==> config.mk <==
export PLATFORM = sky130hd
export DESIGN_NAME = axi2ahb_wctrl
export DESIGN_NICKNAME = d
export VERILOG_FILES = /design/src/rtl/axi2ahb_wctrl.sv
export SDC_FILE = /design/constraint.sdc
export NUM_CORES = 1
export LEC_CHECK = 0
export CELL_PAD_IN_SITES_DETAIL_PLACEMENT = 0
export CELL_PAD_IN_SITES_GLOBAL_PLACEMENT = 1
export CORE_UTILIZATION = 37
export CTS_CLUSTER_SIZE = 40
export DETAILED_ROUTE_END_ITERATION = 10
export PLACE_DENSITY = 0.83
export SYNTH_ARGS = -nofsm -noshare
export SYNTH_HDL_FRONTEND = slang
export SYNTH_SLANG_ARGS = --single-unit
==> constraint.sdc <==
create_clock -name ACLK -period 2.8 [get_ports ACLK]
set_clock_uncertainty 0.15 [all_clocks]
set_input_delay 0.84 -clock ACLK [delete_from_list [all_inputs] [get_ports ACLK]]
set_output_delay 0.84 -clock ACLK [all_outputs]
set_load 0.1 [all_outputs]
==> src/rtl/axi2ahb_wctrl.sv <==
// AXI-to-AHB bridge write-channel sequencer.
// Owns the AW handshake, beat grants and the AHB address phase.
module axi2ahb_wctrl #(
  parameter int AXI_ID_WIDTH   = 1,
  parameter int AXI_ADDR_WIDTH = 32,
  parameter int AXI_DATA_WIDTH = 32
) (
  input  logic                      ACLK,
  input  logic                      ARESETN,
  input  logic [AXI_ID_WIDTH-1:0]   AWID,
  input  logic [AXI_ADDR_WIDTH-1:0] AWADDR,
  input  logic [7:0]                AWLEN,
  input  logic [2:0]                AWSIZE,
  input  logic [1:0]                AWBURST,
  input  logic                      AWVALID,
  output logic                      AWREADY,
  output logic [AXI_ADDR_WIDTH-1:0] HADDR,
  output logic [1:0]                HTRANS,
  output logic                      HWRITE,
  output logic [2:0]                HSIZE,
  output logic [2:0]                HBURST,
  input  logic                      HREADY,
  output logic [AXI_ID_WIDTH-1:0]   cmd_id_o,
  output logic                      cmd_error_o,
  input  logic                      ctrl_wdata_last_i,
  output logic                      ctrl_wdata_valid_o,
  input  logic                      ctrl_wdata_ready_i
);

  localparam int MAXSZ = $clog2(AXI_DATA_WIDTH / 8);
  localparam logic [1:0] T_IDLE   = 2'b00;
  localparam logic [1:0] T_NONSEQ = 2'b10;
  localparam logic [1:0] T_SEQ    = 2'b11;
  localparam logic [2:0] B_SINGLE = 3'b000;
  localparam logic [2:0] B_INCR   = 3'b001;

  typedef enum logic [1:0] {
    S_IDLE,
    S_DATA,
    S_DRAIN
  } state_t;

  state_t state_q, state_d;

  logic                      init_q;
  logic                      drain_q;
  logic [AXI_ID_WIDTH-1:0]   id_q;
  logic [AXI_ADDR_WIDTH-1:0] addr_q;
  logic [AXI_ADDR_WIDTH-1:0] addr_nxt;
  logic [AXI_ADDR_WIDTH-1:0] inc;
  logic [7:0]                len_q;
  logic [7:0]                cnt_q;
  logic [2:0]                size_q;
  logic                      fixed_q;
  logic                      unsup_q;
  logic                      over_q;
  logic                      xing_q;
  logic                      err_q;
  logic                      fire;
  logic                      aw_hs;
  logic                      issue;
  logic                      early;
  logic                      unsup_aw;

  assign unsup_aw = (AWSIZE > 3'(MAXSZ)) | AWBURST[1];
  assign inc      = {{(AXI_ADDR_WIDTH-1){1'b0}}, 1'b1} << size_q;
  assign addr_nxt = addr_q + inc;
  assign issue    = fire & ~unsup_q & ~over_q;
  assign early    = fire & ctrl_wdata_last_i & (cnt_q < len_q);

  assign cmd_id_o    = id_q;
  assign cmd_error_o = err_q | early;

  // State register
  always_ff @(posedge ACLK or negedge ARESETN) begin
    if (!ARESETN) state_q <= S_IDLE;
    else          state_q <= state_d;
  end

  // Next state, AW acceptance and beat grant
  always_comb begin
    state_d            = state_q;
    AWREADY            = 1'b0;
    ctrl_wdata_valid_o = 1'b0;
    fire               = 1'b0;
    aw_hs              = 1'b0;
    unique case (state_q)
      S_IDLE: begin
        AWREADY = init_q;
        if (AWVALID && init_q) begin
          aw_hs   = 1'b1;
          state_d = S_DATA;
        end
      end
      S_DATA: begin
        ctrl_wdata_valid_o = HREADY;
        fire = HREADY & ctrl_wdata_ready_i;
        if (fire && ctrl_wdata_last_i) state_d = S_DRAIN;
      end
      S_DRAIN: begin
        if (drain_q) state_d = S_IDLE;
      end
      default: state_d = S_IDLE;
    endcase
  end

  // Command latch, beat tracking and error flag
  always_ff @(posedge ACLK or negedge ARESETN) begin
    if (!ARESETN) begin
      init_q  <= 1'b0;
      drain_q <= 1'b0;
      id_q    <= '0;
      addr_q  <= '0;
      len_q   <= '0;
      cnt_q   <= '0;
      size_q  <= '0;
      fixed_q <= 1'b0;
      unsup_q <= 1'b0;
      over_q  <= 1'b0;
      xing_q  <= 1'b0;
      err_q   <= 1'b0;
    end else begin
      init_q  <= 1'b1;
      drain_q <= (state_q == S_DRAIN) ? ~drain_q : 1'b0;
      if (aw_hs) begin
        id_q    <= AWID;
        addr_q  <= AWADDR;
        len_q   <= AWLEN;
        size_q  <= AWSIZE;
        fixed_q <= (AWBURST == 2'b00);
        unsup_q <= unsup_aw;
        err_q   <= unsup_aw;
        cnt_q   <= '0;
        over_q  <= 1'b0;
        xing_q  <= 1'b0;
      end
      if (fire) begin
        if (cnt_q != 8'hFF) cnt_q <= cnt_q + 8'd1;
        if (early) err_q <= 1'b1;
        if (!ctrl_wdata_last_i && cnt_q == len_q) begin
          err_q  <= 1'b1;
          over_q <= 1'b1;
        end
      end
      if (issue && !fixed_q) begin
        addr_q <= addr_nxt;
        xing_q <= addr_nxt[AXI_ADDR_WIDTH-1:10]
               != addr_q[AXI_ADDR_WIDTH-1:10];
      end
      if (state_q == S_DRAIN && drain_q) err_q <= 1'b0;
    end
  end

  // AHB address phase, advancing only while HREADY is high
  always_ff @(posedge ACLK or negedge ARESETN) begin
    if (!ARESETN) begin
      HADDR  <= '0;
      HTRANS <= T_IDLE;
      HWRITE <= 1'b0;
      HSIZE  <= '0;
      HBURST <= B_SINGLE;
    end else if (HREADY) begin
      if (issue) begin
        HADDR  <= addr_q;
        HTRANS <= (cnt_q == 8'd0 || fixed_q || xing_q)
                ? T_NONSEQ : T_SEQ;
        HWRITE <= 1'b1;
        HSIZE  <= size_q;
        HBURST <= (len_q == 8'd0 || fixed_q) ? B_SINGLE : B_INCR;
      end else begin
        HTRANS <= T_IDLE;
        HWRITE <= 1'b0;
      end
    end
  end

endmodule

## Yosys cells after proc, flatten, opt, wreduce, memory -nomap -nowiden

Index checks and enable logic that the tools add are counted.

- Logic and storage cells: 87
- Register bits: 102

- Reductions and logical operators: 17
- Add/sub/neg operators: 2
- Shift-type cells: 1
- Bitwise gates (word level): 10
- Equality and inequality tests: 8
- Multiplexer cells: 29
- Order comparisons: 2

Operators with widths:

| operator | number |
|---|---|
| 32-bit two-way mux | 2 |
| 32-bit adder | 1 |
| 1-bit by 3-bit << shifter with 32-bit output (first input constant) | 1 |
| 8-bit two-way mux | 3 |
| 22-bit inequality test | 1 |
| 1-bit two-way mux | 19 |
| 8-bit logical NOT | 2 |
| 8-bit by 1-bit adder with 8-bit output (second input constant) | 1 |
| 8-bit equality test | 1 |
| 8-bit < comparator | 1 |
| 2-bit two-way mux | 4 |
| 8-bit inequality test (second input constant) | 1 |
| 2-bit inequality test (second input constant) | 3 |
| 2-bit one-hot mux with 3 select lines | 1 |
| 1-bit AND | 5 |
| 1-bit logical AND | 5 |
| 2-bit logical NOT | 2 |
| 3-bit by 2-bit greater-than comparator with 1-bit output (second input constant) | 1 |
| 1-bit logical OR | 3 |
| 1-bit inverter | 3 |
| 3-bit AND reduction | 1 |
| 2-bit by 1-bit equality test with 1-bit output (second input constant) | 1 |
| 2-bit equality test (second input constant) | 1 |
| 1-bit logical NOT | 2 |
| other kinds (3) | 4 |

## Longest topological paths before layout

Gate-level depths: netlist of the first run.

- Word-level depth: 8
- Mapped depth: 9
- Mapped depth without buffers: 8

## Worst setup path after synthesis of the first run

No wires, ideal clock.

- Path type: input-to-output
- Start: input port HREADY
- End: output port cmd_error_o
- Slack: -1173 ps
- Path buffers: 1
- Data arrival time: 2983 ps
- Cell stages on the path: 5
- Cells stage by stage: and4b_1 -> clkbuf_1 -> nand2_1 -> a211o_1 -> o21bai_1

- Longest elaborated chain between the ends: 5

RTL lines:

| what | line | source |
|---|---|---|
| start, declared | 22 | `input logic HREADY,` |
| 1-bit AND | 97 | `fire = HREADY & ctrl_wdata_ready_i;` |
| 1-bit two-way mux | 87 | `unique case (state_q)` |
| 1-bit AND (2 in series) | 69 | `assign early = fire & ctrl_wdata_last_i & (cnt_q < len_q);` |
| 1-bit bitwise OR | 72 | `assign cmd_error_o = err_q \| early;` |
| end, declared | 24 | `output logic cmd_error_o,` |

Every way passes these cells.

## Worst setup path in the final report of the first run

- Start: register len_q[5]
- End: output port cmd_error_o

- Longest elaborated chain between the ends: 3

RTL lines:

| what | line | source |
|---|---|---|
| start, declared | 51 | `logic [7:0] len_q;` |
| start signal, assigned | 114 | `len_q <= '0;` |
| start signal, assigned | 128 | `len_q <= AWLEN;` |
| 8-bit < comparator | 69 |  |
| 1-bit AND | 69 |  |
| 1-bit bitwise OR | 72 |  |

Every way passes these cells.

==> flow_summary.ini, run 1 <==
[status]
status = complete, but fails checks
violations = setup timing

[setup_path]
required_ns = 1.81
worstPathArrival_ns = 2.01
setup.worst_path.class = flip-flop to output pin
worstSetupEndpointType = output pin
worstReg2RegEnd = addr_q[26]
rrSetupSlack_ns = 0.14
start_kind = flip-flop
path_max_fanout = 2
reg2reg_depth = 9
cp-startpoint = len_q[5]
reg2reg_from = size_q[2]

[place]
placed_cell_area_mm2 = 0.00650
dpl.hpwl_um = 10100
port_buffers = 94
place.gp.congestion = 0.895

[pwr]
cell_internal_pwr_mw = 4.03
seq_power_share_pct = 31.9
irDropWorstVdd_mv = 0.615
power_frac_clock_pct = 14.9
swShare_pct = 50.1
power_switching_mw = 4.04
p_leak_nw = 3.14
p_comb_share_pct = 53.2
power_density_mw_per_mm2 = 1150

[yosys]
synth_top_family_by_area = simple AND/OR/NAND/NOR gates
synthFlopType = dfrtp_1
postSynthAreaPerCell_um2 = 10.1
yosysTopAreaCell = dfrtp_1
synthTopCellsByArea = dfrtp_1 48%, mux2_2 6.8%, nand2_1 5.2%, ha_1 4.4%, o21ai_0 2.8%
synthSimpleGateAreaFrac_pct = 18.0
synth_compound_area_share_pct = 17.1
synth.distinct_cells = 66
synth_top_area_share_pct = 48.0
synth_xor_area_share_pct = 1.19
synth_area_mm2 = 0.00516
ys_seq_area_share_pct = 48.0
synth_warnings = 0
synth_adder_area_share_pct = 4.75
synth-seq-cells = 99
synth.area.mux_share_pct = 7.15
async_flop_share_pct = 100
synth_edf_count = 0
syn_inst = 512

[final_layout]
design_area_mm2 = 0.00700
mostFrequentLayoutCells = 98 x buf_4, 95 x dfrtp_1, 70 x nand2_1
final_nets = 725
final_common_cell = buf_4
antenna_cells = 0
area_growth_pct = 35.6
drive_above_1_share_pct = 28.1

[global_route]
first_global_vias = 4575
antenna_found_initial = 0
grt_max_degree = 46
grt_remaining_overflow = 0
grt.total_usage_pct = 20.4
grt_pass1_wl_um = 22800

[hold_path]
holdPathStages = 1
hold_start = drain_q
min_to = drain_q
hold_path.class = flip-flop to flip-flop

[routing]
drt_iter0_markers = 296
avgViaCountPerCell = 5.47
routed-via-count = 4566
wl_per_cell_um = 16.9
drcViolationCount = 0
wl_um = 14100
first_pass_iters = 4
detail-route-antenna-nets = 0

[clocking]
cts_root_buf = clkbuf_16
holdBufCountCts = 0
cts_tree = built
clk_pin_slew_worst_paths_ns = 0.07
clkLatencyLatePin_ns = 0.36
htreeDepth = 3
cts_max_path_buffers = 2
cts.sinks = 99
cts_buffers = 9

[timing]
max-slew-margin-rel_pct = 60.3
max_freq_ghz = 0.333
finalCritPeriodShare_pct = 107
fin_ws_ns = -0.200
setup_violations = 1
drv_slew = 0
rsz0062_at_grt = yes
final-hold-violation-count = 0
worst_pin_slew_ns = 0.596
timing.final.crit_period_ns = 3.00
hold_ws_ns = 0.291
fin_tns_setup_ns = -0.200

[die]
core.rowCount = 42
die_w_um = 120
boundaryPins = 97
core_area_mm2 = 0.0135
die_h_um = 120
start_util_pct = 38.4
die_area_mm2 = 0.0144

[run]
cap_viol_max_count = 0
-- synth_stat cells (10+ instances only) --
cell type / instances
o21ai_0: 29
clkbuf_1: 17
a21oi_1: 11
mux2_2: 31
o211ai_1: 15
nand3_1: 20
a22oi_1: 10
dfrtp_1: 99
ha_1: 18
nor2_1: 26
nand2_1: 71
inv_1: 17
o311ai_0: 15
a21o_1: 11
-- sequential cells by signal (all words and copies together), names as in the netlist --
register	count
addr_q	32
unsup_q	1
size_q	3
HTRANS	2
over_q	1
HADDR	32
drain_q	1
len_q	8
cmd_id_o	1
err_q	1
xing_q	1
state_q	2
HSIZE	3
fixed_q	1
HBURST	1
init_q	1
cnt_q	8
-- timing repair --
action / 4_1_cts / 5_1_grt
setup endpoints to repair: 2 / 19
cloned: 0 / 0
resized for setup: 10 / 26
pin swaps: 5 / 11
buffers inserted: 13 / 7
-- critical path: stages, from the launching register on --
cell and delay [ns]:
dfrtp_1 0.40, inv_2 0.09, ha_4 0.21, a21o_1 0.15, a21o_1 0.15, a211o_1 0.28
o21bai_2 0.17, buf_12 0.20
-- stage by stage --
step | power (mW) | std cells | util, % | setup slack [ns]
after floorplan | 5.55 | 513 | - | -0.588
after global placement | 6.61 | 800 | 48.3 | -0.529
after detailed placement | 6.71 | 800 | 48.3 | -0.531
after CTS | 7.94 | 828 | 51.0 | -0.325
after global routing | 8.53 | 834 | 52.1 | -0.264
final | 8.08 | 834 | 52.1 | -0.200
-- power groups by stage --
stage               Sequential (mW)  Combinational, mW  Clock (mW)
finish                         2.58               4.30        1.20
CTS                            2.58               4.14        1.22
detailed placement             2.60               4.11           0
global placement               2.57               4.04           0
floorplan                      4.05               1.51           0
global route                   2.66               4.58        1.28
-- layout make-up --
type | count | area (um2)
Fill cell | 1233 | 6450
Multi-Input combinational cell | 371 | 2600
Sequential cell | 99 | 2480
Timing Repair Buffer | 156 | 1360
Clock buffer | 12 | 256
Tap cell | 176 | 220
Inverter | 17 | 63.8
Clock inverter | 3 | 22.5
-- how the worst max path moves through the flow --
stage,endpoint
after CTS,cmd_error_o
after floorplan,cmd_error_o
after global routing,cmd_error_o
after global placement,cmd_error_o
final,cmd_error_o
after detailed placement,cmd_error_o
-- cells by family (layout without fill, tap and decap cells) --
kind of cell	after synthesis	count (layout)
compound gates	125	125
xor+xnor	7	7
fa+ha+maj	19	19
buf+inv	43	188
flops	99	99
mux	33	33
other cells	2	3
simple gates	184	184
-- routing by layer --
metal,share of wire (%),GRT usage (%)
met5,0,0
met2,48,33.8
met3,4.5,4.04
met4,2.4,8.67
met1,45,25.8
Note: power is estimated with default switching activity, not from simulation.
==> run 2, diff against run 1 <==
==> constraint.sdc (replaced) <==
create_clock -name ACLK -period 2.8 [get_ports ACLK]
set_clock_uncertainty 0.15 [all_clocks]
set_input_delay 0.84 -clock ACLK [delete_from_list [all_inputs] [get_ports ACLK]]
set_output_delay 0.84 -clock ACLK [all_outputs]
set_load 0.02 [all_outputs]
==> flow_summary.ini, run 2 (synthesis gave the netlist of run 1 again) <==
[setup_path]
required_ns = 1.81
worst_path_most_repeated_cell = a21o_1
worstSetupEndpointType = output pin
start_kind = flip-flop
reg2reg_depth = 9
worstPathArrival_ns = 1.86
cpPeakStageDelay_ns = 0.39
path_max_fanout = 2
rrSetupSlack_ns = 0.08
slowest_stage = dfrtp_1
crit_chain = inv_2 -> ha_4 -> a21o_1 -> a21o_1 -> a211o_1 -> o21bai_2 -> buf_6
cp-startpoint = len_q[5]
worstReg2RegEnd = addr_q[24]
reg2reg_from = size_q[0]
setup.worst_path.class = flip-flop to output pin

[timing]
max_freq_ghz = 0.350
fin_ws_ns = -0.0535
finalCritPeriodShare_pct = 102
drv_slew = 0
worst_pin_slew_ns = 0.508
rsz0062_at_grt = yes
setup_violations = 1
final-hold-violation-count = 0
fin_tns_setup_ns = -0.0535
max-slew-margin-rel_pct = 65.8
timing.final.crit_period_ns = 2.85

[die]
die_w_um = 120
core_area_mm2 = 0.0135
core.rowCount = 42
die_h_um = 120
start_util_pct = 38.4
die_area_mm2 = 0.0144
boundaryPins = 97

[status]
violations = setup timing
status = complete, but fails checks

[global_route]
first_global_vias = 4549
grt_pass1_wl_um = 23000
grt_max_degree = 36
grt.total_usage_pct = 20.4
grt_remaining_overflow = 0
antenna_found_initial = 0

[place]
dp.cells = 813
dpl.hpwl_um = 10300
port_buffers = 94
place.gp.congestion = 0.852

[routing]
wl_per_cell_um = 16.7
wl_um = 14100
drt_iter0_markers = 196
routed-via-count = 4616
drcViolationCount = 0
detail-route-antenna-nets = 0
avgViaCountPerCell = 5.44
first_pass_iters = 4

[final_layout]
mostFrequentLayoutCells = 96 x dfrtp_1, 87 x clkdlybuf4s50_1, 74 x buf_4
multiInputGateArea_mm2 = 0.00261
num-fill-cells = 1212
reg.largest.list = HADDR: 32 flops, addr_q: 32 flops
area_growth_pct = 38.8
regArea_mm2 = 0.00248
antenna_cells = 0
drive_above_1_share_pct = 23.5
fin_cells = 848
final_common_cell = dfrtp_1
final_nets = 740

[clocking]
clkLatencyLatePin_ns = 0.35
cts_tree = built
clk_pin_slew_worst_paths_ns = 0.07
cts.sinks = 99
cts_root_buf = clkbuf_16
holdBufCountCts = 0
cts_max_path_buffers = 2
cts_buffers = 9
htreeDepth = 3

[hold_path]
hold_path.class = primary input to async pin

[run]
cap_viol_max_count = 0

[pwr]
p_leak_nw = 3.14
power_density_mw_per_mm2 = 928
irDropWorstVdd_mv = 0.381
==> run 2: worst max-delay path by stage <==
stage | endpoint | slack (ns)
after floorplan | cmd_error_o | 0.003
after CTS | cmd_error_o | -0.19
after global routing | cmd_error_o | -0.14
after global placement | cmd_error_o | -0.89
final | cmd_error_o | -0.05
after detailed placement | cmd_error_o | -0.90
==> run 2: routing by layer <==
metal	vias to the layer above	wire [um]	global-route usage, %
met5	-	0	0
met4	0	244	7.27
met3	17	457	2.57
met2	119	6920	34.6
met1	2274	6520	26.5
li1	2206	-	-
==> run 2: timing repair <==
item / 4_1_cts / 5_1_grt
endpoints found under the hold margin: 0 / 0
setup endpoints to repair: 3 / 17
gates resized for setup: 15 / 26
cloned: 0 / 1
buffers inserted: 13 / 7
pin swaps: 4 / 14
==> run 2: cell type report <==
class | count | area share [%]
Multi-Input combinational cell | 371 | 36.4
Sequential cell | 99 | 34.6
Timing Repair Buffer | 171 | 21.2
Clock buffer | 13 | 3.77
Tap cell | 176 | 3.07
Inverter | 17 | 0.890
Clock inverter | 1 | 0.122
==> run 2: power by group <==
part / switching [mW] / total, mW / internal, mW
sequential: 0.562 / 2.58 / 2.02
clock: 0.514 / 1.18 / 0.668
combinational: 1.42 / 2.89 / 1.47
==> run 2: critical path: cells and delay by family (launching register included) <==
| family | cells | cell delay, ns |
|---|---|---|
| compound gates | 4 | 0.71 |
| fa+ha+maj | 1 | 0.20 |
| buf+inv | 2 | 0.21 |
| flops | 1 | 0.39 |
==> run 2: stage by stage <==
stage | area, um2 | power (mW) | setup slack, ns | utilization [%] | hold slack, ns
final | 7170 | 6.65 | -0.0535 | 53.3 | 0.303
after global routing | 7170 | 7.11 | -0.137 | 53.3 | 0.333
after CTS | 7030 | 6.54 | -0.190 | 52.2 | 0.322
after detailed placement | 6650 | 5.32 | -0.897 | 49.4 | 0.299
after global placement | 6650 | 5.21 | -0.892 | 49.4 | 0.275
after floorplan | 5170 | 4.07 | 0.00296 | - | 0.264
